File: src/rtl/machine_mode_types_1_12_pkg.sv
// rtl/machine_mode_types_1_12_pkg.sv - shared types and constants for machine-mode trap sequencing
// Purpose: sequencer state encoding, mcause codes, mtvec mode encoding, mtvec base helper.
// Ports: none (package).
package machine_mode_types_1_12_pkg;

  typedef enum logic [1:0] {
    ST_IDLE     = 2'd0,
    ST_DRAIN    = 2'd1,
    ST_COMMIT   = 2'd2,
    ST_REDIRECT = 2'd3
  } trap_state_t;

  // Exception codes (mcause[31] = 0)
  localparam logic [30:0] EXC_INSN_MISALIGN  = 31'd0;
  localparam logic [30:0] EXC_INSN_FAULT     = 31'd1;
  localparam logic [30:0] EXC_ILLEGAL_INSN   = 31'd2;
  localparam logic [30:0] EXC_BREAKPOINT     = 31'd3;
  localparam logic [30:0] EXC_LOAD_MISALIGN  = 31'd4;
  localparam logic [30:0] EXC_LOAD_FAULT     = 31'd5;
  localparam logic [30:0] EXC_STORE_MISALIGN = 31'd6;
  localparam logic [30:0] EXC_STORE_FAULT    = 31'd7;
  localparam logic [30:0] EXC_ECALL_M        = 31'd11;

  // Interrupt codes (mcause[31] = 1)
  localparam logic [30:0] INT_SOFT_M  = 31'd3;
  localparam logic [30:0] INT_TIMER_M = 31'd7;
  localparam logic [30:0] INT_EXT_M   = 31'd11;

  typedef enum logic [1:0] {
    MTVEC_DIRECT   = 2'b00,
    MTVEC_VECTORED = 2'b01
  } mtvec_mode_t;

  function automatic logic [31:0] mtvec_base(input logic [31:0] mtvec);
    return {mtvec[31:2], 2'b00};
  endfunction

endpackage

File: src/rtl/priv_trap_sequencer_if.sv
// rtl/priv_trap_sequencer_if.sv - event/CSR/redirect bundle between hazard unit, CSR file and trap sequencer
// Purpose: groups all non-clock signals of priv_trap_sequencer.
// Ports (signals): exception strobes, PMP faults, RISC-MGMT exception, ret, interrupt lines
//   and enables, epc/badaddr/mtvec/mepc_r, pipe_clear (into sequencer); insert_pc/priv_pc,
//   intr, busy, csr_trap_we/csr_ret_we, mepc/mcause/mtval write data (out of sequencer).
// master: environment side (hazard unit + CSR file); slave: the sequencer.
interface priv_trap_sequencer_if #(
  parameter int RMGMT_CAUSE_W = 2
);
  logic                     fault_insn, mal_insn, illegal_insn;
  logic                     fault_l, mal_l, fault_s, mal_s;
  logic                     breakpoint, env_m;
  logic                     prot_fault_i, prot_fault_l, prot_fault_s;
  logic                     ex_rmgmt;
  logic [RMGMT_CAUSE_W-1:0] ex_rmgmt_cause;
  logic                     ret;
  logic                     timer_int, soft_int, ext_int;
  logic                     mie_mtie, mie_msie, mie_meie, mstatus_mie;
  logic [31:0]              epc, badaddr, mtvec, mepc_r;
  logic                     pipe_clear;
  logic                     insert_pc;
  logic [31:0]              priv_pc;
  logic                     intr, busy;
  logic                     csr_trap_we, csr_ret_we;
  logic [31:0]              mepc_wdata, mtval_wdata, mcause_wdata;

  modport master (
    output fault_insn, mal_insn, illegal_insn, fault_l, mal_l, fault_s, mal_s,
           breakpoint, env_m, prot_fault_i, prot_fault_l, prot_fault_s,
           ex_rmgmt, ex_rmgmt_cause, ret, timer_int, soft_int, ext_int,
           mie_mtie, mie_msie, mie_meie, mstatus_mie,
           epc, badaddr, mtvec, mepc_r, pipe_clear,
    input  insert_pc, priv_pc, intr, busy, csr_trap_we, csr_ret_we,
           mepc_wdata, mtval_wdata, mcause_wdata
  );

  modport slave (
    input  fault_insn, mal_insn, illegal_insn, fault_l, mal_l, fault_s, mal_s,
           breakpoint, env_m, prot_fault_i, prot_fault_l, prot_fault_s,
           ex_rmgmt, ex_rmgmt_cause, ret, timer_int, soft_int, ext_int,
           mie_mtie, mie_msie, mie_meie, mstatus_mie,
           epc, badaddr, mtvec, mepc_r, pipe_clear,
    output insert_pc, priv_pc, intr, busy, csr_trap_we, csr_ret_we,
           mepc_wdata, mtval_wdata, mcause_wdata
  );
endinterface

File: src/rtl/priv_cause_prio.sv
// rtl/priv_cause_prio.sv - fixed-priority encoder for trap/return events
// Purpose: picks the single winning event of a cycle.
// Ports: exception/ret/interrupt strobes and enables in; valid, is_intr, is_ret,
//   cause (31-bit code), tval_sel (1 = mtval takes badaddr) out. Purely combinational.
module priv_cause_prio
  import machine_mode_types_1_12_pkg::*;
#(
  parameter int RMGMT_CAUSE_W    = 2,
  parameter int RMGMT_CAUSE_BASE = 24
) (
  input  logic                     fault_insn,
  input  logic                     mal_insn,
  input  logic                     illegal_insn,
  input  logic                     fault_l,
  input  logic                     mal_l,
  input  logic                     fault_s,
  input  logic                     mal_s,
  input  logic                     breakpoint,
  input  logic                     env_m,
  input  logic                     prot_fault_i,
  input  logic                     prot_fault_l,
  input  logic                     prot_fault_s,
  input  logic                     ex_rmgmt,
  input  logic [RMGMT_CAUSE_W-1:0] ex_rmgmt_cause,
  input  logic                     ret,
  input  logic                     timer_int,
  input  logic                     soft_int,
  input  logic                     ext_int,
  input  logic                     mie_mtie,
  input  logic                     mie_msie,
  input  logic                     mie_meie,
  input  logic                     mstatus_mie,
  output logic                     valid,
  output logic                     is_intr,
  output logic                     is_ret,
  output logic [30:0]              cause,
  output logic                     tval_sel
);

  logic any_fault_insn, any_fault_l, any_fault_s;
  logic ext_en, soft_en, timer_en;

  assign any_fault_insn = fault_insn | prot_fault_i;
  assign any_fault_l    = fault_l | prot_fault_l;
  assign any_fault_s    = fault_s | prot_fault_s;
  assign ext_en         = ext_int & mie_meie & mstatus_mie;
  assign soft_en        = soft_int & mie_msie & mstatus_mie;
  assign timer_en       = timer_int & mie_mtie & mstatus_mie;

  always_comb begin
    valid    = 1'b1;
    is_intr  = 1'b0;
    is_ret   = 1'b0;
    cause    = '0;
    tval_sel = 1'b0;
    if (breakpoint) begin
      cause = EXC_BREAKPOINT;
    end else if (any_fault_insn) begin
      cause = EXC_INSN_FAULT;     tval_sel = 1'b1;
    end else if (mal_insn) begin
      cause = EXC_INSN_MISALIGN;  tval_sel = 1'b1;
    end else if (illegal_insn) begin
      cause = EXC_ILLEGAL_INSN;
    end else if (env_m) begin
      cause = EXC_ECALL_M;
    end else if (ex_rmgmt) begin
      cause = 31'(RMGMT_CAUSE_BASE) + 31'(ex_rmgmt_cause);
    end else if (mal_s) begin
      cause = EXC_STORE_MISALIGN; tval_sel = 1'b1;
    end else if (mal_l) begin
      cause = EXC_LOAD_MISALIGN;  tval_sel = 1'b1;
    end else if (any_fault_s) begin
      cause = EXC_STORE_FAULT;    tval_sel = 1'b1;
    end else if (any_fault_l) begin
      cause = EXC_LOAD_FAULT;     tval_sel = 1'b1;
    end else if (ret) begin
      is_ret = 1'b1;
    end else if (ext_en) begin
      is_intr = 1'b1; cause = INT_EXT_M;
    end else if (soft_en) begin
      is_intr = 1'b1; cause = INT_SOFT_M;
    end else if (timer_en) begin
      is_intr = 1'b1; cause = INT_TIMER_M;
    end else begin
      valid = 1'b0;
    end
  end

endmodule

File: src/rtl/priv_trap_sequencer.sv
// rtl/priv_trap_sequencer.sv - multi-cycle trap entry / mret sequencer for machine mode
// Purpose: latch the winning event in IDLE, wait for pipe_clear, pulse the CSR
//   trap/ret write, then redirect fetch to the trap vector or mepc.
// Ports: CLK, RST (async, active-high); bus (priv_trap_sequencer_if.slave) carrying
//   event strobes, CSR values, pipe_clear in and redirect/CSR-write signals out.
//   All outputs are registered.
module priv_trap_sequencer
  import machine_mode_types_1_12_pkg::*;
#(
  parameter int NUM_EXTENSIONS   = 4,
  parameter int RMGMT_CAUSE_W    = $clog2(NUM_EXTENSIONS),
  parameter int RMGMT_CAUSE_BASE = 24
) (
  input logic                  CLK,
  input logic                  RST,
  priv_trap_sequencer_if.slave bus
);

  logic        prio_valid, prio_is_intr, prio_is_ret, prio_tval_sel;
  logic [30:0] prio_cause;

  priv_cause_prio #(
    .RMGMT_CAUSE_W   (RMGMT_CAUSE_W),
    .RMGMT_CAUSE_BASE(RMGMT_CAUSE_BASE)
  ) u_prio (
    .fault_insn    (bus.fault_insn),
    .mal_insn      (bus.mal_insn),
    .illegal_insn  (bus.illegal_insn),
    .fault_l       (bus.fault_l),
    .mal_l         (bus.mal_l),
    .fault_s       (bus.fault_s),
    .mal_s         (bus.mal_s),
    .breakpoint    (bus.breakpoint),
    .env_m         (bus.env_m),
    .prot_fault_i  (bus.prot_fault_i),
    .prot_fault_l  (bus.prot_fault_l),
    .prot_fault_s  (bus.prot_fault_s),
    .ex_rmgmt      (bus.ex_rmgmt),
    .ex_rmgmt_cause(bus.ex_rmgmt_cause),
    .ret           (bus.ret),
    .timer_int     (bus.timer_int),
    .soft_int      (bus.soft_int),
    .ext_int       (bus.ext_int),
    .mie_mtie      (bus.mie_mtie),
    .mie_msie      (bus.mie_msie),
    .mie_meie      (bus.mie_meie),
    .mstatus_mie   (bus.mstatus_mie),
    .valid         (prio_valid),
    .is_intr       (prio_is_intr),
    .is_ret        (prio_is_ret),
    .cause         (prio_cause),
    .tval_sel      (prio_tval_sel)
  );

  trap_state_t state_q, state_d;
  logic        is_intr_q, is_intr_d;
  logic        is_ret_q, is_ret_d;
  logic [30:0] cause_q, cause_d;
  logic [31:0] tval_q, tval_d;
  logic [31:0] epc_q, epc_d;
  logic        busy_q, busy_d;
  logic        intr_q, intr_d;
  logic        csr_trap_we_q, csr_trap_we_d;
  logic        csr_ret_we_q, csr_ret_we_d;
  logic        insert_pc_q, insert_pc_d;
  logic [31:0] priv_pc_q, priv_pc_d;
  logic [31:0] trap_target;

  // Vectored mode only applies to interrupts; exceptions always use the base.
  always_comb begin
    trap_target = mtvec_base(bus.mtvec);
    if ((bus.mtvec[1:0] == MTVEC_VECTORED) && is_intr_q) begin
      trap_target = mtvec_base(bus.mtvec) + {cause_q[29:0], 2'b00};
    end
  end

  always_comb begin
    state_d       = state_q;
    is_intr_d     = is_intr_q;
    is_ret_d      = is_ret_q;
    cause_d       = cause_q;
    tval_d        = tval_q;
    epc_d         = epc_q;
    priv_pc_d     = priv_pc_q;
    csr_trap_we_d = 1'b0;
    csr_ret_we_d  = 1'b0;
    insert_pc_d   = 1'b0;
    case (state_q)
      ST_IDLE: begin
        // Event inputs are only looked at here; the latched copy carries the
        // trap through DRAIN even if the source line drops.
        if (prio_valid) begin
          state_d   = ST_DRAIN;
          is_intr_d = prio_is_intr;
          is_ret_d  = prio_is_ret;
          cause_d   = prio_cause;
          tval_d    = prio_tval_sel ? bus.badaddr : 32'd0;
          epc_d     = bus.epc;
        end
      end
      ST_DRAIN: begin
        if (bus.pipe_clear) begin
          state_d       = ST_COMMIT;
          csr_trap_we_d = ~is_ret_q;
          csr_ret_we_d  = is_ret_q;
        end
      end
      ST_COMMIT: begin
        // mepc_r is read here, before the CSR write issued this cycle lands.
        state_d     = ST_REDIRECT;
        insert_pc_d = 1'b1;
        priv_pc_d   = is_ret_q ? bus.mepc_r : trap_target;
      end
      ST_REDIRECT: begin
        state_d = ST_IDLE;
      end
      default: begin
        state_d = ST_IDLE;
      end
    endcase
    busy_d = (state_d != ST_IDLE);
    intr_d = (state_d != ST_IDLE) & is_intr_d;
  end

  always_ff @(posedge CLK or posedge RST) begin
    if (RST) begin
      state_q       <= ST_IDLE;
      is_intr_q     <= 1'b0;
      is_ret_q      <= 1'b0;
      cause_q       <= '0;
      tval_q        <= '0;
      epc_q         <= '0;
      busy_q        <= 1'b0;
      intr_q        <= 1'b0;
      csr_trap_we_q <= 1'b0;
      csr_ret_we_q  <= 1'b0;
      insert_pc_q   <= 1'b0;
      priv_pc_q     <= '0;
    end else begin
      state_q       <= state_d;
      is_intr_q     <= is_intr_d;
      is_ret_q      <= is_ret_d;
      cause_q       <= cause_d;
      tval_q        <= tval_d;
      epc_q         <= epc_d;
      busy_q        <= busy_d;
      intr_q        <= intr_d;
      csr_trap_we_q <= csr_trap_we_d;
      csr_ret_we_q  <= csr_ret_we_d;
      insert_pc_q   <= insert_pc_d;
      priv_pc_q     <= priv_pc_d;
    end
  end

  assign bus.busy         = busy_q;
  assign bus.intr         = intr_q;
  assign bus.csr_trap_we  = csr_trap_we_q;
  assign bus.csr_ret_we   = csr_ret_we_q;
  assign bus.insert_pc    = insert_pc_q;
  assign bus.priv_pc      = priv_pc_q;
  assign bus.mepc_wdata   = epc_q;
  assign bus.mtval_wdata  = tval_q;
  assign bus.mcause_wdata = {is_intr_q, cause_q};

endmodule

File: src/flat_wrapper.sv
// flat-port wrapper written by rule: the top's interface ports become plain ports
module priv_trap_sequencer_flat import machine_mode_types_1_12_pkg::*;
#(
  parameter int NUM_EXTENSIONS   = 4,
  parameter int RMGMT_CAUSE_W    = $clog2(NUM_EXTENSIONS),
  parameter int RMGMT_CAUSE_BASE = 24
)
  (CLK, RST, bus_fault_insn, bus_mal_insn, bus_illegal_insn, bus_fault_l, bus_mal_l, bus_fault_s, bus_mal_s, bus_breakpoint, bus_env_m, bus_prot_fault_i, bus_prot_fault_l, bus_prot_fault_s, bus_ex_rmgmt, bus_ex_rmgmt_cause, bus_ret, bus_timer_int, bus_soft_int, bus_ext_int, bus_mie_mtie, bus_mie_msie, bus_mie_meie, bus_mstatus_mie, bus_epc, bus_badaddr, bus_mtvec, bus_mepc_r, bus_pipe_clear, bus_insert_pc, bus_priv_pc, bus_intr, bus_busy, bus_csr_trap_we, bus_csr_ret_we, bus_mepc_wdata, bus_mtval_wdata, bus_mcause_wdata);
  priv_trap_sequencer_if #(.RMGMT_CAUSE_W(RMGMT_CAUSE_W)) bus_i ();
  input logic CLK;
  input logic RST;
  input wire logic [$bits(bus_i.fault_insn)-1:0] bus_fault_insn;
  input wire logic [$bits(bus_i.mal_insn)-1:0] bus_mal_insn;
  input wire logic [$bits(bus_i.illegal_insn)-1:0] bus_illegal_insn;
  input wire logic [$bits(bus_i.fault_l)-1:0] bus_fault_l;
  input wire logic [$bits(bus_i.mal_l)-1:0] bus_mal_l;
  input wire logic [$bits(bus_i.fault_s)-1:0] bus_fault_s;
  input wire logic [$bits(bus_i.mal_s)-1:0] bus_mal_s;
  input wire logic [$bits(bus_i.breakpoint)-1:0] bus_breakpoint;
  input wire logic [$bits(bus_i.env_m)-1:0] bus_env_m;
  input wire logic [$bits(bus_i.prot_fault_i)-1:0] bus_prot_fault_i;
  input wire logic [$bits(bus_i.prot_fault_l)-1:0] bus_prot_fault_l;
  input wire logic [$bits(bus_i.prot_fault_s)-1:0] bus_prot_fault_s;
  input wire logic [$bits(bus_i.ex_rmgmt)-1:0] bus_ex_rmgmt;
  input wire logic [$bits(bus_i.ex_rmgmt_cause)-1:0] bus_ex_rmgmt_cause;
  input wire logic [$bits(bus_i.ret)-1:0] bus_ret;
  input wire logic [$bits(bus_i.timer_int)-1:0] bus_timer_int;
  input wire logic [$bits(bus_i.soft_int)-1:0] bus_soft_int;
  input wire logic [$bits(bus_i.ext_int)-1:0] bus_ext_int;
  input wire logic [$bits(bus_i.mie_mtie)-1:0] bus_mie_mtie;
  input wire logic [$bits(bus_i.mie_msie)-1:0] bus_mie_msie;
  input wire logic [$bits(bus_i.mie_meie)-1:0] bus_mie_meie;
  input wire logic [$bits(bus_i.mstatus_mie)-1:0] bus_mstatus_mie;
  input wire logic [$bits(bus_i.epc)-1:0] bus_epc;
  input wire logic [$bits(bus_i.badaddr)-1:0] bus_badaddr;
  input wire logic [$bits(bus_i.mtvec)-1:0] bus_mtvec;
  input wire logic [$bits(bus_i.mepc_r)-1:0] bus_mepc_r;
  input wire logic [$bits(bus_i.pipe_clear)-1:0] bus_pipe_clear;
  output wire logic [$bits(bus_i.insert_pc)-1:0] bus_insert_pc;
  output wire logic [$bits(bus_i.priv_pc)-1:0] bus_priv_pc;
  output wire logic [$bits(bus_i.intr)-1:0] bus_intr;
  output wire logic [$bits(bus_i.busy)-1:0] bus_busy;
  output wire logic [$bits(bus_i.csr_trap_we)-1:0] bus_csr_trap_we;
  output wire logic [$bits(bus_i.csr_ret_we)-1:0] bus_csr_ret_we;
  output wire logic [$bits(bus_i.mepc_wdata)-1:0] bus_mepc_wdata;
  output wire logic [$bits(bus_i.mtval_wdata)-1:0] bus_mtval_wdata;
  output wire logic [$bits(bus_i.mcause_wdata)-1:0] bus_mcause_wdata;
  assign bus_i.fault_insn = bus_fault_insn;
  assign bus_i.mal_insn = bus_mal_insn;
  assign bus_i.illegal_insn = bus_illegal_insn;
  assign bus_i.fault_l = bus_fault_l;
  assign bus_i.mal_l = bus_mal_l;
  assign bus_i.fault_s = bus_fault_s;
  assign bus_i.mal_s = bus_mal_s;
  assign bus_i.breakpoint = bus_breakpoint;
  assign bus_i.env_m = bus_env_m;
  assign bus_i.prot_fault_i = bus_prot_fault_i;
  assign bus_i.prot_fault_l = bus_prot_fault_l;
  assign bus_i.prot_fault_s = bus_prot_fault_s;
  assign bus_i.ex_rmgmt = bus_ex_rmgmt;
  assign bus_i.ex_rmgmt_cause = bus_ex_rmgmt_cause;
  assign bus_i.ret = bus_ret;
  assign bus_i.timer_int = bus_timer_int;
  assign bus_i.soft_int = bus_soft_int;
  assign bus_i.ext_int = bus_ext_int;
  assign bus_i.mie_mtie = bus_mie_mtie;
  assign bus_i.mie_msie = bus_mie_msie;
  assign bus_i.mie_meie = bus_mie_meie;
  assign bus_i.mstatus_mie = bus_mstatus_mie;
  assign bus_i.epc = bus_epc;
  assign bus_i.badaddr = bus_badaddr;
  assign bus_i.mtvec = bus_mtvec;
  assign bus_i.mepc_r = bus_mepc_r;
  assign bus_i.pipe_clear = bus_pipe_clear;
  assign bus_insert_pc = bus_i.insert_pc;
  assign bus_priv_pc = bus_i.priv_pc;
  assign bus_intr = bus_i.intr;
  assign bus_busy = bus_i.busy;
  assign bus_csr_trap_we = bus_i.csr_trap_we;
  assign bus_csr_ret_we = bus_i.csr_ret_we;
  assign bus_mepc_wdata = bus_i.mepc_wdata;
  assign bus_mtval_wdata = bus_i.mtval_wdata;
  assign bus_mcause_wdata = bus_i.mcause_wdata;
  priv_trap_sequencer #(.NUM_EXTENSIONS(NUM_EXTENSIONS), .RMGMT_CAUSE_W(RMGMT_CAUSE_W), .RMGMT_CAUSE_BASE(RMGMT_CAUSE_BASE)) u_core (.CLK(CLK), .RST(RST), .bus(bus_i));
endmodule
File: config.mk
export PLATFORM = sky130hd
export DESIGN_NAME = priv_trap_sequencer_flat
export DESIGN_NICKNAME = d
export VERILOG_FILES = /design/src/rtl/machine_mode_types_1_12_pkg.sv /design/src/rtl/priv_trap_sequencer_if.sv /design/src/rtl/priv_cause_prio.sv /design/src/rtl/priv_trap_sequencer.sv /design/src/flat_wrapper.sv
export SDC_FILE = /design/constraint.sdc
export NUM_CORES = 1
export LEC_CHECK = 0
export BUFFER_PORTS_ARGS = -buffer_cell sky130_fd_sc_hd__buf_4
export CAP_MARGIN = 0
export CELL_PAD_IN_SITES_DETAIL_PLACEMENT = 1
export CELL_PAD_IN_SITES_GLOBAL_PLACEMENT = 1
export CORE_MARGIN = 2
export CORE_UTILIZATION = 36
export CTS_BUF_LIST = sky130_fd_sc_hd__clkbuf_16
export CTS_CLUSTER_DIAMETER = 120
export DETAILED_ROUTE_END_ITERATION = 16
export PLACE_DENSITY = 0.84
export SLEW_MARGIN = 20
export SYNTH_ARGS = -nofsm -noshare
export SYNTH_HDL_FRONTEND = slang
export SYNTH_SLANG_ARGS = --single-unit
File: constraint.sdc
create_clock -name CLK -period 9.45 [get_ports CLK]
set_input_delay 0.945 -clock CLK [delete_from_list [all_inputs] [get_ports CLK]]
set_output_delay 0.945 -clock CLK [all_outputs]
set_load 0.05 [all_outputs]
==> metrics.yaml <==
routed_wl_um: 18300
clk_latency_ns: 0.36
ir_drop_mv: 0.254
wl_per_cell_um: 17.6
endpoint_kind: "flop"
finalSetupViolCount: 0
timing.hold.ws_ns: 0.483
die_area_um2: 16800
synth_area_leaders: "dfrtp_1, mux2_4, nand2_1"
drt_iter0_drc: 216
maxSlewHeadroom: 0.378
drtAntennaViolNets: 0
fin_crit_ns: 3.86
diodes: 0
clock_skew_ns: 0.00541
async_flop_share: 1.00
grt_pass1_wl_um: 27700
synth_cells: 577
synth_top_cell_by_area: "dfrtp_1"
netlist.area_leader.share: 0.483
synthMostInstantiatedCell: "dfrtp_1"
p_total_uw: 2960
dp_hpwl_um: 13900
startpoint: "bus_prot_fault_l"
leakage_uw: 0.00392
worst_pin_slew_ns: 0.933
area_delta_synth_final_pct: 39.4
cts_max_level: 3
grt_max_degree: 77
final-hold-violation-count: 0
p_per_area_nw_per_um2: 373
p_seq_frac: 0.278
clockPowerShare: 0.129
stdcell_count: 1036
tritoncts: "yes"
fillers: 1817
routed_via_density: 4.99
dpl.cell_count: 1020
slowest_stage: "buf_4"
fp.dieH_um: 130
hp-class: "reg -> reg"
cts_buffer_depth: 2
path_cells: "buf_4 > or4_1 > or3_4 > nor4_4 > a311o_2 > buf_4 > mux2_4"
cts.clk_slew.worst_paths_ns: 0.08
vias: 5172
grt.overflow.total: 0
syn-mean-instance-area_um2: 9.87
ys_warn_count: 0
criticalPathCategory: "in -> reg"
rsz0062_at_grt: "false"
status: "finished, final reports clean"
slowest_delay_ns: 0.81
gp_congestion: 0.847
p_comb_frac: 0.593
grt_pass1_vias: 5302
hold_buffers: 0
io_pins: 287
numClockSinks: 110
cts-buffers-inserted: 9
arrival_ns: 4.10
synth_seq_cells: 110
cp.required_ns: 9.70
num_rows: 45
first_pass_iters: 4
drive_gt1_frac: 0.387
start_util: 0.372
reg2reg_from: "u_core.state_q[0]$_DFF_PP0_"
cpMostUsedCell: "buf_4"
synthDistinctLibCells: 61
p_switching_uw: 1530
synth_commonest_cells: "dfrtp_1, nand2_1, o21ai_0, a21oi_1, nor2_1"
power.internal_uw: 1440
fmax_mhz: 259
chipWidth_um: 130
nNetsFinal: 980
numPortBuffers: 260
holdCritStartpoint: "u_core.bus.priv_pc[1]$_DFFE_PP0P_"
drv_cap: 0
synth_edf_count: 0
antenna_found_initial: 0
tns_ns: 0
ctsResizeCount: 0
seq_area_frac_synth: 0.483
drcViolationCount: 0
fin_crit_sh: 0.408
final_max_slew_viol_count: 0
core_area_um2: 15300
cp-start-kind: "input port"
swShare: 0.515
post_cts_buffers: 0
netlist_area_um2: 5700
synth_ff_type: "dfrtp_1"
grt.total_usage: 0.213
path_max_fanout: 76
root_buffer: "clkbuf_16"
==> layout by cell type (no fill, tap or decap), types with 3 or more instances in the layout <==
master	instances
buf_4	264
o21ai_0	67
nor2b_1	3
nand4_1	5
inv_1	8
xnor2_1	11
ha_1	5
o22ai_1	9
nor2_1	32
xor2_1	12
mux2_4	30
and3_1	18
clkbuf_16	9
inv_8	3
dfrtp_1	110
a211oi_1	4
nand2_1	98
a21oi_1	34
nand3_1	15
conb_1	26
nor3_1	8
==> worst max-delay path, delay by kind of cell <==
family / cells / cell delay, ns
AO/OA/AOI/OAI: 1 / 0.61
buffers and inverters: 2 / 0.92
multiplexers: 1 / 0.36
AND/OR/NAND/NOR: 3 / 1.20
==> layout make-up <==
cell class              instances  area, um^2  area share
multi-input cells             426        2620       0.330
repair buffers                264        1980       0.250
clock inverters                 7        63.8     0.00804
well taps                     211         264      0.0332
inverters                       9        36.3     0.00457
clock buffers                   9         225      0.0284
flip-flops and latches        110        2750       0.347
==> flip-flops by register name (all words and copies together) (netlist names) <==
signal / cells
u_core.bus.busy: 1
u_core.is_ret_q: 1
u_core.is_intr_q: 1
u_core.bus.priv_pc: 32
u_core.bus.csr_ret_we: 1
u_core.bus.insert_pc: 1
u_core.cause_q: 5
u_core.state_q: 2
u_core.bus.csr_trap_we: 1
u_core.bus.mepc_wdata: 32
u_core.bus.mtval_wdata: 32
u_core.bus.intr: 1
==> through the flow <==
| step | utilization | instance area (um^2) | worst slack (ns) |
|---|---|---|---|
| floorplan | - | 5790 | 5.60 |
| global placement | 0.500 | 7650 | 5.28 |
| detailed placement | 0.500 | 7650 | 5.21 |
| CTS | 0.519 | 7940 | 5.60 |
| global route | 0.519 | 7940 | 5.40 |
| finish | 0.519 | 7940 | 5.59 |
==> logic make-up after synthesis <==
| group | Yosys count | share of synthesized area |
|---|---|---|
| AO/OA/AOI/OAI | 135 | 0.135 |
| AND/OR/NAND/NOR | 202 | 0.169 |
| adder cells (fa/ha/maj) | 6 | 0.0145 |
| other | 1 | 0.000658 |
| multiplexers | 34 | 0.0866 |
| flip-flops | 110 | 0.483 |
| XOR/XNOR | 23 | 0.0354 |
| buffers and inverters | 66 | 0.0756 |
==> metal layers <==
metal  vias to the layer above  global-route usage  wire length [um]
met5                         -                   0                 0
met2                       205               0.370              9110
li1                       2435                   -                 -
met4                         0              0.0816               460
met3                        27              0.0467              1230
met1                      2505               0.258              7470
==> path summary, 6_finish.rpt <==
| check | slack (ns) | end | cells after the start |
|---|---|---|---|
| max in group asynchronous | 7.50 | u_core.bus.priv_pc[2]$_DFFE_PP0P_ | 3 |
| min in group asynchronous | 0.68 | u_core.bus.mepc_wdata[21]$_DFFE_PP0P_ | 2 |
| setup reg to reg | 6.83 | u_core.bus.priv_pc[30]$_DFFE_PP0P_ | 6 |
| hold reg to reg | 0.48 | u_core.bus.priv_pc[1]$_DFFE_PP0P_ | 2 |
| hold / removal | 0.48 | u_core.bus.priv_pc[1]$_DFFE_PP0P_ | 2 |
| setup / recovery | 5.59 | u_core.bus.mepc_wdata[24]$_DFFE_PP0P_ | 7 |
==> power by group through the flow <==
stage | combinational (uW) | sequential (uW) | clock (uW)
after floorplan | 554 | 1540 | 0
after global placement | 1730 | 821 | 0
after detailed placement | 1770 | 829 | 0
after CTS | 1770 | 826 | 391
after global routing | 1860 | 851 | 407
final | 1760 | 824 | 381
No activity file was read; power rests on OpenSTA's default activity.
